$ cat config.mk
export PLATFORM = sky130hd
export DESIGN_NAME = lsu
export DESIGN_NICKNAME = d
export VERILOG_FILES = /design/src/rtl/lsu_pkg.sv /design/src/rtl/lsu_store_fifo.sv /design/src/rtl/lsu.sv
export SDC_FILE = /design/constraint.sdc
export NUM_CORES = 1
export LEC_CHECK = 0
export BUFFER_PORTS_ARGS = -buffer_cell sky130_fd_sc_hd__buf_4
export CORE_MARGIN = 8
export CORE_UTILIZATION = 43
export CTS_CLUSTER_SIZE = 40
export DETAILED_ROUTE_END_ITERATION = 16
export GPL_ROUTABILITY_DRIVEN = 0
export GPL_TIMING_DRIVEN = 0
export PLACE_DENSITY = 0.74
export REMOVE_ABC_BUFFERS = 1
export SYNTH_ARGS = -nofsm -noshare
export SYNTH_HDL_FRONTEND = slang
export SYNTH_SLANG_ARGS = --single-unit
export TNS_END_PERCENT = 100
$ cat constraint.sdc
create_clock -name clk -period 6.85 [get_ports clk]
set_clock_uncertainty 0.05 [all_clocks]
set_input_delay 1.37 -clock clk [delete_from_list [all_inputs] [get_ports clk]]
set_output_delay 1.37 -clock clk [all_outputs]
set_load 0.02 [all_outputs]
$ cat src/rtl/lsu_pkg.sv
// Shared encodings for the load/store unit: access size codes and FSM states.
package lsu_pkg;

    // Access size carried on memcnf_i / mcnf_o
    localparam logic [1:0] CNF_NONE = 2'd0;
    localparam logic [1:0] CNF_B    = 2'd1;
    localparam logic [1:0] CNF_H    = 2'd2;
    localparam logic [1:0] CNF_W    = 2'd3;

    // Request FSM states
    localparam logic [1:0] S_IDLE    = 2'd0;
    localparam logic [1:0] S_ST_BUSY = 2'd1;
    localparam logic [1:0] S_LD_BUSY = 2'd2;

endpackage

$ cat src/rtl/lsu_store_fifo.sv
// FIFO store buffer. Pointers carry one extra wrap bit so full and empty are
// both derived from registered pointers only.
module lsu_store_fifo #(
    parameter int SB_DEPTH = 4,
    parameter int ENTRY_W  = 66
) (
    input  logic               clk,
    input  logic               rst,
    input  logic               push_i,
    input  logic [ENTRY_W-1:0] data_i,
    input  logic               pop_i,
    output logic [ENTRY_W-1:0] head_o,
    output logic               full_o,
    output logic               empty_o
);

    localparam int PW = $clog2(SB_DEPTH);

    logic [PW:0]        wr_q;
    logic [PW:0]        rd_q;
    logic [ENTRY_W-1:0] mem_q [SB_DEPTH];
    logic               do_push;
    logic               do_pop;

    assign empty_o = (wr_q == rd_q);
    assign full_o  = (wr_q[PW] != rd_q[PW]) && (wr_q[PW-1:0] == rd_q[PW-1:0]);
    assign do_push = push_i && !full_o;
    assign do_pop  = pop_i && !empty_o;
    assign head_o  = mem_q[rd_q[PW-1:0]];

    // Pointer update; low bits wrap modulo SB_DEPTH naturally
    always_ff @(posedge clk) begin
        if (rst) begin
            wr_q <= '0;
            rd_q <= '0;
        end else begin
            if (do_push) wr_q <= wr_q + 1'b1;
            if (do_pop)  rd_q <= rd_q + 1'b1;
        end
    end

    // Entry storage; contents are irrelevant while the slot is unoccupied
    always_ff @(posedge clk) begin
        if (do_push) mem_q[wr_q[PW-1:0]] <= data_i;
    end

endmodule

$ cat src/rtl/lsu.sv
// Load/store unit. Stores are posted into a FIFO store buffer and drained to
// the memory controller one at a time; loads wait for the buffer to drain and
// then issue their own request. Non-memory ops pass through with one cycle of
// latency.
//
// Handshake: an op is accepted on a rising edge where valid_i=1 and
// mem_stall=0; EX must hold every input stable while mem_stall=1. Toward the
// memory controller, mreq_o and its fields stay stable until the cycle in
// which mdone_i=1 is sampled, which completes the request.
module lsu
    import lsu_pkg::*;
#(
    parameter int ADDR_W   = 32,
    parameter int DATA_W   = 32,
    parameter int REG_W    = 5,
    parameter int SB_DEPTH = 4
) (
    input  logic              clk,
    input  logic              rst,
    input  logic              valid_i,
    input  logic [REG_W-1:0]  wd_i,
    input  logic              wreg_i,
    input  logic [DATA_W-1:0] wdata_i,
    input  logic [ADDR_W-1:0] memaddr_i,
    input  logic              memwr_i,
    input  logic [1:0]        memcnf_i,
    input  logic              memsigned_i,
    output logic              mem_stall,
    output logic              valid_o,
    output logic [REG_W-1:0]  wd_o,
    output logic              wreg_o,
    output logic [DATA_W-1:0] wdata_o,
    output logic              mreq_o,
    output logic [ADDR_W-1:0] maddr_o,
    output logic              mwr_o,
    output logic [DATA_W-1:0] mdata_o,
    output logic [1:0]        mcnf_o,
    input  logic              mdone_i,
    input  logic [DATA_W-1:0] mdata_i
);

    localparam int ENT_W = ADDR_W + DATA_W + 2;

    logic [1:0]        state_q, state_d;
    logic              is_mem, is_store, is_load;
    logic              accept, ld_start;
    logic              sb_push, sb_pop, sb_full, sb_empty;
    logic [ENT_W-1:0]  sb_head;
    logic              mreq_q, mwr_q;
    logic [ADDR_W-1:0] maddr_q;
    logic [DATA_W-1:0] mdata_q;
    logic [1:0]        mcnf_q;
    logic [REG_W-1:0]  ld_wd_q;
    logic              ld_wreg_q, ld_signed_q;
    logic [DATA_W-1:0] ld_ext;
    logic              valid_q, wreg_q;
    logic [REG_W-1:0]  wd_q;
    logic [DATA_W-1:0] wdata_q;

    assign is_mem   = (memcnf_i != CNF_NONE);
    assign is_store = is_mem && memwr_i;
    assign is_load  = is_mem && !memwr_i;

    // Stall decision: only registered state and current inputs, never mdone_i
    always_comb begin
        mem_stall = 1'b0;
        if (!rst && valid_i) begin
            if (state_q == S_LD_BUSY)
                mem_stall = 1'b1;
            else if (is_store)
                mem_stall = sb_full;
            else if (is_load)
                mem_stall = !sb_empty || (state_q != S_IDLE);
        end
    end

    assign accept   = valid_i && !mem_stall && !rst;
    assign ld_start = accept && is_load;
    assign sb_push  = accept && is_store;
    assign sb_pop   = (state_q == S_ST_BUSY) && mdone_i;

    lsu_store_fifo #(
        .SB_DEPTH (SB_DEPTH),
        .ENTRY_W  (ENT_W)
    ) u_fifo (
        .clk     (clk),
        .rst     (rst),
        .push_i  (sb_push),
        .data_i  ({memaddr_i, wdata_i, memcnf_i}),
        .pop_i   (sb_pop),
        .head_o  (sb_head),
        .full_o  (sb_full),
        .empty_o (sb_empty)
    );

    // Next state: a load that is allowed to proceed wins; otherwise drain stores
    always_comb begin
        state_d = state_q;
        case (state_q)
            S_IDLE: begin
                if (ld_start)
                    state_d = S_LD_BUSY;
                else if (!sb_empty)
                    state_d = S_ST_BUSY;
            end
            S_ST_BUSY: if (mdone_i) state_d = S_IDLE;
            S_LD_BUSY: if (mdone_i) state_d = S_IDLE;
            default:   state_d = S_IDLE;
        endcase
    end

    // State register and memory-request fields, held stable while busy
    always_ff @(posedge clk) begin
        if (rst) begin
            state_q     <= S_IDLE;
            mreq_q      <= 1'b0;
            mwr_q       <= 1'b0;
            maddr_q     <= '0;
            mdata_q     <= '0;
            mcnf_q      <= CNF_NONE;
            ld_wd_q     <= '0;
            ld_wreg_q   <= 1'b0;
            ld_signed_q <= 1'b0;
        end else begin
            state_q <= state_d;
            if (state_q == S_IDLE) begin
                if (ld_start) begin
                    mreq_q      <= 1'b1;
                    mwr_q       <= 1'b0;
                    maddr_q     <= memaddr_i;
                    mdata_q     <= '0;
                    mcnf_q      <= memcnf_i;
                    ld_wd_q     <= wd_i;
                    ld_wreg_q   <= wreg_i;
                    ld_signed_q <= memsigned_i;
                end else if (!sb_empty) begin
                    mreq_q                     <= 1'b1;
                    mwr_q                      <= 1'b1;
                    {maddr_q, mdata_q, mcnf_q} <= sb_head;
                end
            end else if (mdone_i) begin
                mreq_q <= 1'b0;
            end
        end
    end

    // Load data extension by access size
    always_comb begin
        case (mcnf_q)
            CNF_B:   ld_ext = {{(DATA_W-8){ld_signed_q & mdata_i[7]}}, mdata_i[7:0]};
            CNF_H:   ld_ext = {{(DATA_W-16){ld_signed_q & mdata_i[15]}}, mdata_i[15:0]};
            default: ld_ext = mdata_i;
        endcase
    end

    // Writeback register: load completion or a just-accepted non-load op
    always_ff @(posedge clk) begin
        if (rst) begin
            valid_q <= 1'b0;
            wd_q    <= '0;
            wreg_q  <= 1'b0;
            wdata_q <= '0;
        end else begin
            valid_q <= 1'b0;
            if ((state_q == S_LD_BUSY) && mdone_i) begin
                valid_q <= 1'b1;
                wd_q    <= ld_wd_q;
                wreg_q  <= ld_wreg_q;
                wdata_q <= ld_ext;
            end else if (accept && !is_load) begin
                valid_q <= 1'b1;
                wd_q    <= wd_i;
                wreg_q  <= wreg_i && !is_store;
                wdata_q <= wdata_i;
            end
        end
    end

    assign valid_o = valid_q;
    assign wd_o    = wd_q;
    assign wreg_o  = wreg_q;
    assign wdata_o = wdata_q;
    assign mreq_o  = mreq_q;
    assign maddr_o = maddr_q;
    assign mwr_o   = mwr_q;
    assign mdata_o = mdata_q;
    assign mcnf_o  = mcnf_q;

endmodule

==> flow_summary.yaml, run 1 <==
final_layout:
  fin_nets: 1334
  drive_gt1_frac: 0.359
  post-route-util: 0.543
  fin_cells: 1708
  fin_area_sq_mm: 0.0193
  syn_to_final_growth_pct: 24.2
  diodes: 0
clock_network:
  ctsResizeCount: 0
  cts_max_level: 2
  hold_buffers: 0
  cts_tree: "yes"
  cts_root_buf: "clkbuf_16"
  cts.path.max_buffers: 3
  cts_num_sinks: 388
  post-cts-setup-buffer-count: 0
  clkSlewWorstSetupHoldPaths_ns: 0.06
  cts_made_buffers: 42
  clock_latency_ns: 0.53
run_status:
  status: "completed"
route:
  drc: 0
  dr.pass1.iters: 4
  via_count: 10200
  first_iter_violations: 812
  vias_per_cell: 5.95
  routedWlPerCell_microns: 25.1
  postRouteAntennaNets: 0
  routed_wl_mm: 42.9
floorplan:
  die_w_microns: 206
  rows: 69
  initial_core_util: 0.437
  core_sq_mm: 0.0356
  die_h_microns: 206
  io_pins: 218
  die-area_sq_mm: 0.0425
synthesis:
  synth_cells: 1014
  yosysTopAreaCell: "edfxtp_1"
  async_flop_share: 0
  yosysWarnings: 0
  synth_area_leaders: "edfxtp_1, dfxtp_1, mux4_2"
  ys_seq_area_frac: 0.669
  synth_commonest_cells: "edfxtp_1, dfxtp_1, mux4_2"
  synthFlopType: "edfxtp_1"
  yosysMostFrequentCell: "edfxtp_1"
  synth-edff-count: 264
  synth_top_area_frac: 0.510
  syn-cell-area_sq_mm: 0.0156
  synth-seq-cells: 388
  synth.distinct_cells: 57
  syn_avg_cell_area_sq_um: 15.3
setup_path:
  startpoint_type: "input port"
  path_cells: "buf_4, clkinv_2, o311ai_0, nor2_1, buf_4"
  worst-path-buf-inv: 3
  crit_path_frequent_cell: "buf_4"
  cp_max_fo: 93
  cp.arrival_ns: 4.11
  path_class: "in2out"
  rr_worst_depth: 6
  path_depth: 5
  cp.required_ns: 5.43
  cp_slowest_stage_delay_ns: 1.04
  crit_slowest_cell: "clkinv_2"
  end_kind: "primary output"
  critical-path-top-delay-family: "buffers and inverters"
timing:
  rsz0062_at_grt: "no"
  hold_viol: 0
  timing.final.crit_period_ns: 5.53
  tightest_slew_ns: 1.38
  setup_ws_ns: 1.32
  finalMaxSlewViolations: 0
  setup_violations: 0
  maxSlewHeadroom: 0.0828
  max_freq_mhz: 181
  finalCritPeriodShare: 0.807
hold_path:
  hold-path-cell-count: 2
  hold_class: "reg2reg"
grt:
  track_usage: 0.200
  grt_pass1_wl_mm: 65.1
  overflow: 0
  grt_pass1_vias: 10900
  grt_max_degree: 94
  antenna_found_initial: 0
placement:
  placed_area_sq_mm: 0.0179
  dp_slack_ns: 1.44
  dp.cells: 1631
  dp_hpwl_mm: 26.3
  port_buffers: 217
pwr:
  power.density_mw_per_mm2: 276
  p_leak_nw: 6.62
  ir_drop_mv: 0.199
job:
  drv_cap: 0
-- through the flow --
stage          power (mW)  TNS [ns]  hold slack (ns)
2_1_floorplan        2.86    -12.95            0.396
3_3_place_gp         3.08   -737.23            0.397
3_5_place_dp         3.11         0            0.405
6_report             5.32         0            0.411
5_1_grt              5.50         0            0.434
4_1_cts              5.38         0            0.414
-- tightest hold or removal path, delay by kind of cell (launching register included) --
family	cells	cell delay, ns
flip-flops	1	0.30
AO/OA/AOI/OAI	1	0.05
buffers and inverters	1	0.06
-- state kept, by name, indices dropped and copies added (netlist names), named ones only --
signal and flops:
mwr_o 1, maddr_o 32, u_fifo.mem_q 264, wdata_o 32, u_fifo.rd_q 3, mreq_o 1
valid_o 1, wreg_o 1, u_fifo.wr_q 3, state_q 2, ld_signed_q 1, mdata_o 32
wd_o 5, ld_wreg_q 1, ld_wd_q 5, mcnf_o 2
-- cells in the final DEF, fill, tap and decap left out, types with 34 or more instances in the layout --
master	count
a21oi_1	51
a31o_2	34
buf_4	218
clkbuf_16	45
dfxtp_1	122
edfxtp_1	264
inv_1	41
mux4_2	66
nand2_1	44
o21ai_0	40
o31ai_1	37
-- cells by family after synthesis --
group           Yosys count  synth area share
fa+ha+maj                10           0.00804
buf+inv                 131            0.0376
xor+xnor                  7           0.00539
compound gates          284             0.141
mux                      67            0.0962
flops                   388             0.669
simple gates            127            0.0430
-- final cells by class --
class | instances | area (sq um)
Tap cell | 461 | 577
Sequential cell | 388 | 10400
Timing Repair Buffer | 245 | 2120
Fill cell | 2873 | 16200
Multi-Input combinational cell | 495 | 4650
Clock buffer | 62 | 1240
Inverter | 42 | 159
Clock inverter | 15 | 158
-- metal layers --
metal / wire, microns / track usage
met5: 0 / 0
met4: 1150 / 0.0707
met3: 3130 / 0.0400
met2: 20700 / 0.324
met1: 17900 / 0.266
-- report_power, final --
group	internal, mW	switching, mW
Combinational	0.189	0.284
Clock	1.37	0.892
Sequential	2.56	0.0306
Total	4.12	1.21
-- path summary, 6_finish.rpt --
path              slack, ns     endpoint           start
setup reg to reg       2.46   maddr_o[6]  u_fifo.wr_q[0]
setup / recovery       1.32    mem_stall             rst
hold / removal         0.41  maddr_o[23]     maddr_o[23]
hold reg to reg        0.41  maddr_o[23]     maddr_o[23]
Note: power is estimated with default switching activity, not from simulation.
==> run 2: changes to the inputs <==
--- a/config.mk
+++ b/config.mk
@@ -12,7 +12,7 @@
 export DETAILED_ROUTE_END_ITERATION = 16
 export GPL_ROUTABILITY_DRIVEN = 0
 export GPL_TIMING_DRIVEN = 0
-export PLACE_DENSITY = 0.74
+export PLACE_DENSITY = 0.72
 export REMOVE_ABC_BUFFERS = 1
 export SYNTH_ARGS = -nofsm -noshare
 export SYNTH_HDL_FRONTEND = slang
==> constraint.sdc (replaced) <==
create_clock -name clk -period 5.55 [get_ports clk]
set_clock_uncertainty 0.05 [all_clocks]
set_input_delay 1.11 -clock clk [delete_from_list [all_inputs] [get_ports clk]]
set_output_delay 1.11 -clock clk [all_outputs]
set_load 0.02 [all_outputs]
==> run 2 against run 1 <==
Sequential power grew 24%; highest routed layer unchanged; hold slack gained 0.00092 ns; non-clock buffer count grew 2; via count grew 0.56%; sequential share of layout area is essentially flat; wire length shrank 0.78%.
==> flow_summary.yaml, run 2 (synthesized netlist as in run 1, its figures left out) <==
floorplan:
  io_pins: 218
  die_w_microns: 206
  die_h_microns: 206
  core_sq_mm: 0.0356
  die-area_sq_mm: 0.0425
  rows: 69
  initial_core_util: 0.437
clock_network:
  cts_num_sinks: 388
  cts.path.max_buffers: 3
  cts_max_level: 2
  clkSlewWorstSetupHoldPaths_ns: 0.06
  clock_latency_ns: 0.53
  cts_root_buf: "clkbuf_16"
  ctsResizeCount: 1
  post-cts-setup-buffer-count: 0
  cts_made_buffers: 41
  cts_tree: "yes"
  hold_buffers: 0
timing:
  setup_violations: 0
  tightest_slew_ns: 1.40
  timing.final.crit_period_ns: 4.95
  setup-tns-final_ns: 0
  hold_slack_ns: 0.412
  finalMaxSlewViolations: 0
  max_freq_mhz: 202
  maxSlewHeadroom: 0.0628
  hold_viol: 0
  setup_ws_ns: 0.601
  rsz0062_at_grt: "no"
  finalCritPeriodShare: 0.892
placement:
  dp_slack_ns: -0.0746
  port_buffers: 217
  placed_area_sq_mm: 0.0180
  dp_hpwl_mm: 26.5
pwr:
  ir_drop_mv: 0.250
  power.density_mw_per_mm2: 337
  p_leak_nw: 6.63
setup_path:
  startpoint_type: "input port"
  end_kind: "primary output"
  path_cells: "buf_4, clkinv_2, o311ai_0, nor2_1, buf_4"
  cp.required_ns: 4.39
  cp_max_fo: 93
  crit_path_frequent_cell: "buf_4"
  crit_slowest_cell: "clkinv_2"
  worst-path-buf-inv: 3
  cp.arrival_ns: 3.79
  critical-path-top-delay-family: "buffers and inverters"
  path_class: "in2out"
  cp_slowest_stage_delay_ns: 0.99
final_layout:
  layout_common_cells: "edfxtp_1, buf_4, dfxtp_1"
  fin_area_sq_mm: 0.0193
  drive_gt1_frac: 0.361
  largest_reg_flops: 264
  syn_to_final_growth_pct: 24.2
  layout_commonest_cell: "edfxtp_1"
  fin_nets: 1335
grt:
  overflow: 0
  antenna_found_initial: 1
  grtUsageMet3: 0.0361
  track_usage: 0.196
  met2_usage: 0.313
  met1_usage: 0.271
  grt_pass1_vias: 10700
  grt_pass1_wl_mm: 64.3
  grt-busiest-layer: "met2"
  grt_max_degree: 94
route:
  vias_per_cell: 5.97
  routedWlPerCell_microns: 24.9
  postRouteAntennaNets: 0
  dr.pass1.iters: 7
  drc: 0
  first_iter_violations: 832
  routed_wl_mm: 42.5
  via_count: 10200
job:
  drv_cap: 0
hold_path:
  hold_class: "reg2reg"
run_status:
  status: "completed"
## run 2: changes by cell type in the layout (fill, tap and decap cells not counted), sizes merged
cell	previous run	this run
buf	245	247
clkbuf	62	64
clkinvlp	4	2
bufinv	3	2
clkinv	9	8
diode	0	1
inv	41	42
## run 2: layout make-up
class	count	area (sq um)
clock buffers	64	1240
inverters	42	159
diodes	1	2.50
fillers	2902	16200
flip-flops and latches	388	10400
multi-input cells	495	4650
well taps	461	577
repair buffers	247	2150
clock inverters	12	118
## run 2: per-layer routing
layer | wire, microns | share of wire
met4 | 1030 | 0.024
met3 | 3000 | 0.070
met2 | 20300 | 0.48
met5 | 0 | 0
met1 | 18200 | 0.43
## run 2: per-stage QoR
step / total power, mW / std cells / util
2_1_floorplan: 3.52 / 925 / -
3_3_place_gp: 3.81 / 1603 / 0.487
3_5_place_dp: 3.85 / 1633 / 0.505
4_1_cts: 6.58 / 1709 / 0.543
5_1_grt: 6.74 / 1710 / 0.543
6_report: 6.52 / 1710 / 0.543
## run 2: worst reg2reg max path, cell delays in order (launching register included)
cell	delay, ns
dfxtp_1	0.41
xnor2_2	0.82
nand3_2	1.31
o21ai_4	1.17
buf_12	0.29
a221oi_1	0.17
## run 2: final timing paths
check | from | end | slack (ns) | cells past startpoint
setup / recovery | rst | mem_stall | 0.60 | 5
hold reg to reg | maddr_o[15] | maddr_o[15] | 0.41 | 2
setup reg to reg | u_fifo.wr_q[1] | maddr_o[3] | 1.13 | 5
hold / removal | maddr_o[15] | maddr_o[15] | 0.41 | 2
## run 2: power by group
group | switching [mW] | internal, mW
Sequential | 0.0385 | 3.16
Clock | 1.09 | 1.64
Combinational | 0.349 | 0.238
Total | 1.48 | 5.03
==> run 3: changes to the inputs <==
--- a/config.mk
+++ b/config.mk
@@ -12,7 +12,7 @@
 export DETAILED_ROUTE_END_ITERATION = 16
 export GPL_ROUTABILITY_DRIVEN = 0
 export GPL_TIMING_DRIVEN = 0
-export PLACE_DENSITY = 0.72
+export PLACE_DENSITY = 0.74
 export REMOVE_ABC_BUFFERS = 1
 export SYNTH_ARGS = -nofsm -noshare
 export SYNTH_HDL_FRONTEND = slang
==> constraint.sdc (replaced) <==
create_clock -name clk -period 4.38 [get_ports clk]
set_clock_uncertainty 0.05 [all_clocks]
set_input_delay 0.876 -clock clk [delete_from_list [all_inputs] [get_ports clk]]
set_output_delay 0.876 -clock clk [all_outputs]
set_load 0.02 [all_outputs]
==> run 3 against run 2 <==
First-iteration DRC count up 5.3%; count of clock-buffer cells in the layout down 2; die area unchanged; setup slack worse by 0.37 ns; cell count unchanged; register-to-register slack worse by 0.14 ns; via count up 0.13%; non-clock buffer count down 1; combinational power up 27%; power up 28%; design area up 0.16%; critical path type unchanged; critical endpoint unchanged.
==> flow_summary.yaml, run 3 (synthesized netlist as in run 1, its figures left out) <==
placement:
  dp_hpwl_mm: 26.3
  dp_slack_ns: -0.0457
  placed_area_sq_mm: 0.0179
  dp.cells: 1631
  port_buffers: 217
setup_path:
  reg2reg_from: "u_fifo.wr_q[0]"
  startpoint_type: "input port"
  crit_path_frequent_cell: "buf_4"
  cp.required_ns: 3.45
  cp_max_fo: 93
  path_cells: "buf_4, clkinv_4, o311ai_0, nor2_1, buf_4"
  reg2reg_to: "maddr_o[6]"
  path_class: "in2out"
  cp.arrival_ns: 3.22
  end_kind: "primary output"
  crit_slowest_cell: "buf_4"
  rr_worst_depth: 6
  cp_slowest_stage_delay_ns: 0.96
  worst-path-buf-inv: 3
  rrSetupSlack_ns: 0.99
  critical-path-top-delay-family: "buffers and inverters"
hold_path:
  hold_class: "reg2reg"
  hold_path_end: "maddr_o[23]"
  hold-path-cell-count: 2
  hp-start: "maddr_o[23]"
floorplan:
  io_pins: 218
  initial_core_util: 0.437
  core_sq_mm: 0.0356
  die_w_microns: 206
  rows: 69
  die-area_sq_mm: 0.0425
  die_h_microns: 206
final_layout:
  multi_input_area_sq_mm: 0.00466
  largest_reg_flops: 264
  post-route-util: 0.544
  fin_cells: 1710
  layout_commonest_cell: "edfxtp_1"
  diodes: 0
  syn_to_final_growth_pct: 24.4
  fillers: 2871
  fin_nets: 1336
  drive_gt1_frac: 0.360
  seqCellArea_sq_mm: 0.0104
  layout_common_cells: "edfxtp_1, buf_4, dfxtp_1"
  fin_area_sq_mm: 0.0194
timing:
  timing.final.crit_period_ns: 4.15
  finalMaxSlewViolations: 0
  setup_ws_ns: 0.231
  hold_viol: 0
  rsz0062_at_grt: "no"
  setup-tns-final_ns: 0
  max_freq_mhz: 241
  setup_violations: 0
  finalCritPeriodShare: 0.947
  hold_slack_ns: 0.411
  maxSlewHeadroom: 0.0727
  tightest_slew_ns: 1.39
grt:
  grt_pass1_vias: 10900
  grt_pass1_wl_mm: 65.4
  track_usage: 0.201
  overflow: 0
  antenna_found_initial: 0
  grt_max_degree: 94
route:
  via_count: 10200
  dr.pass1.iters: 5
  postRouteAntennaNets: 0
  vias_per_cell: 5.98
  drc: 0
  routed_wl_mm: 43.1
  first_iter_violations: 876
  routedWlPerCell_microns: 25.2
run_status:
  status: "completed"
pwr:
  power.density_mw_per_mm2: 431
  pwr-share-seq: 0.486
  p_leak_nw: 6.63
  p_total_mw: 8.33
  ir_drop_mv: 0.311
  p_int_mw: 6.44
  pwr-share-comb: 0.090
  p_sw_mw: 1.89
  switching_share: 0.227
  clockPowerShare: 0.424
clock_network:
  cts_tree: "yes"
  cts_max_level: 2
  clock_latency_ns: 0.54
  cts_num_sinks: 388
  clkSlewWorstSetupHoldPaths_ns: 0.06
  cts_made_buffers: 42
  cts_root_buf: "clkbuf_16"
  post-cts-setup-buffer-count: 0
  cts.path.max_buffers: 3
job:
  drv_cap: 0
## run 3: changes by cell type in the layout (fill, tap and decap cells not counted), moves of 2 or more
cell / previous run / this run
clkinvlp_4: 2 / 4
buf_4: 220 / 218
buf_8: 5 / 9
clkbuf_8: 9 / 5
clkbuf_16: 43 / 45
## run 3: power groups by stage
| stage | clock network [mW] | registers [mW] | logic (mW) |
|---|---|---|---|
| 2_1_floorplan | 0 | 4.21 | 0.256 |
| 3_3_place_gp | 0 | 4.13 | 0.694 |
| 3_5_place_dp | 0 | 4.13 | 0.741 |
| 4_1_cts | 3.61 | 4.05 | 0.746 |
| 5_1_grt | 3.74 | 4.06 | 0.799 |
| 6_report | 3.53 | 4.05 | 0.747 |
## run 3: repair_timing
action	in CTS	in global routing
resized for setup	1	0
setup endpoints to repair	34	0
hold buffers	0	0
## run 3: area by class of cell
| class | count | share of cell area |
|---|---|---|
| clock inverter | 15 | 0.00815 |
| sequential | 388 | 0.538 |
| multi-input combinational | 496 | 0.241 |
| tap | 461 | 0.0298 |
| inverter | 42 | 0.00840 |
| clock buffer | 62 | 0.0641 |
| timing repair buffer | 246 | 0.110 |
## run 3: worst max-delay path by stage
| stage | start | endpoint | slack [ns] | cells past startpoint |
|---|---|---|---|---|
| 4_1_cts | u_fifo.wr_q[0] | maddr_o[13] | 0.06 | 6 |
| 3_5_place_dp | rst | mem_stall | -0.05 | 5 |
| 5_1_grt | rst | mem_stall | 0.15 | 5 |
| 3_3_place_gp | u_fifo.wr_q[1] | maddr_o[5] | -8.53 | 4 |
| 2_1_floorplan | u_fifo.wr_q[2] | u_fifo.mem_q[3][0] | -2.38 | 3 |
| 6_report | rst | mem_stall | 0.23 | 5 |
## run 3: worst register-to-register path, stage by stage (launching register included)
cell and delay [ns]:
dfxtp_1 0.41, xnor2_2 0.83, buf_8 0.27, nand3_2 0.45, o21ai_4 0.75, buf_12 0.28
a221oi_1 0.15
## run 3: per-layer routing
layer | track usage | wire, microns | vias up
met1 | 0.268 | 17800 | 5194
met2 | 0.326 | 20900 | 456
met5 | 0 | 0 | -
met3 | 0.0390 | 3240 | 76
li1 | - | - | 4501
met4 | 0.0700 | 1220 | 0
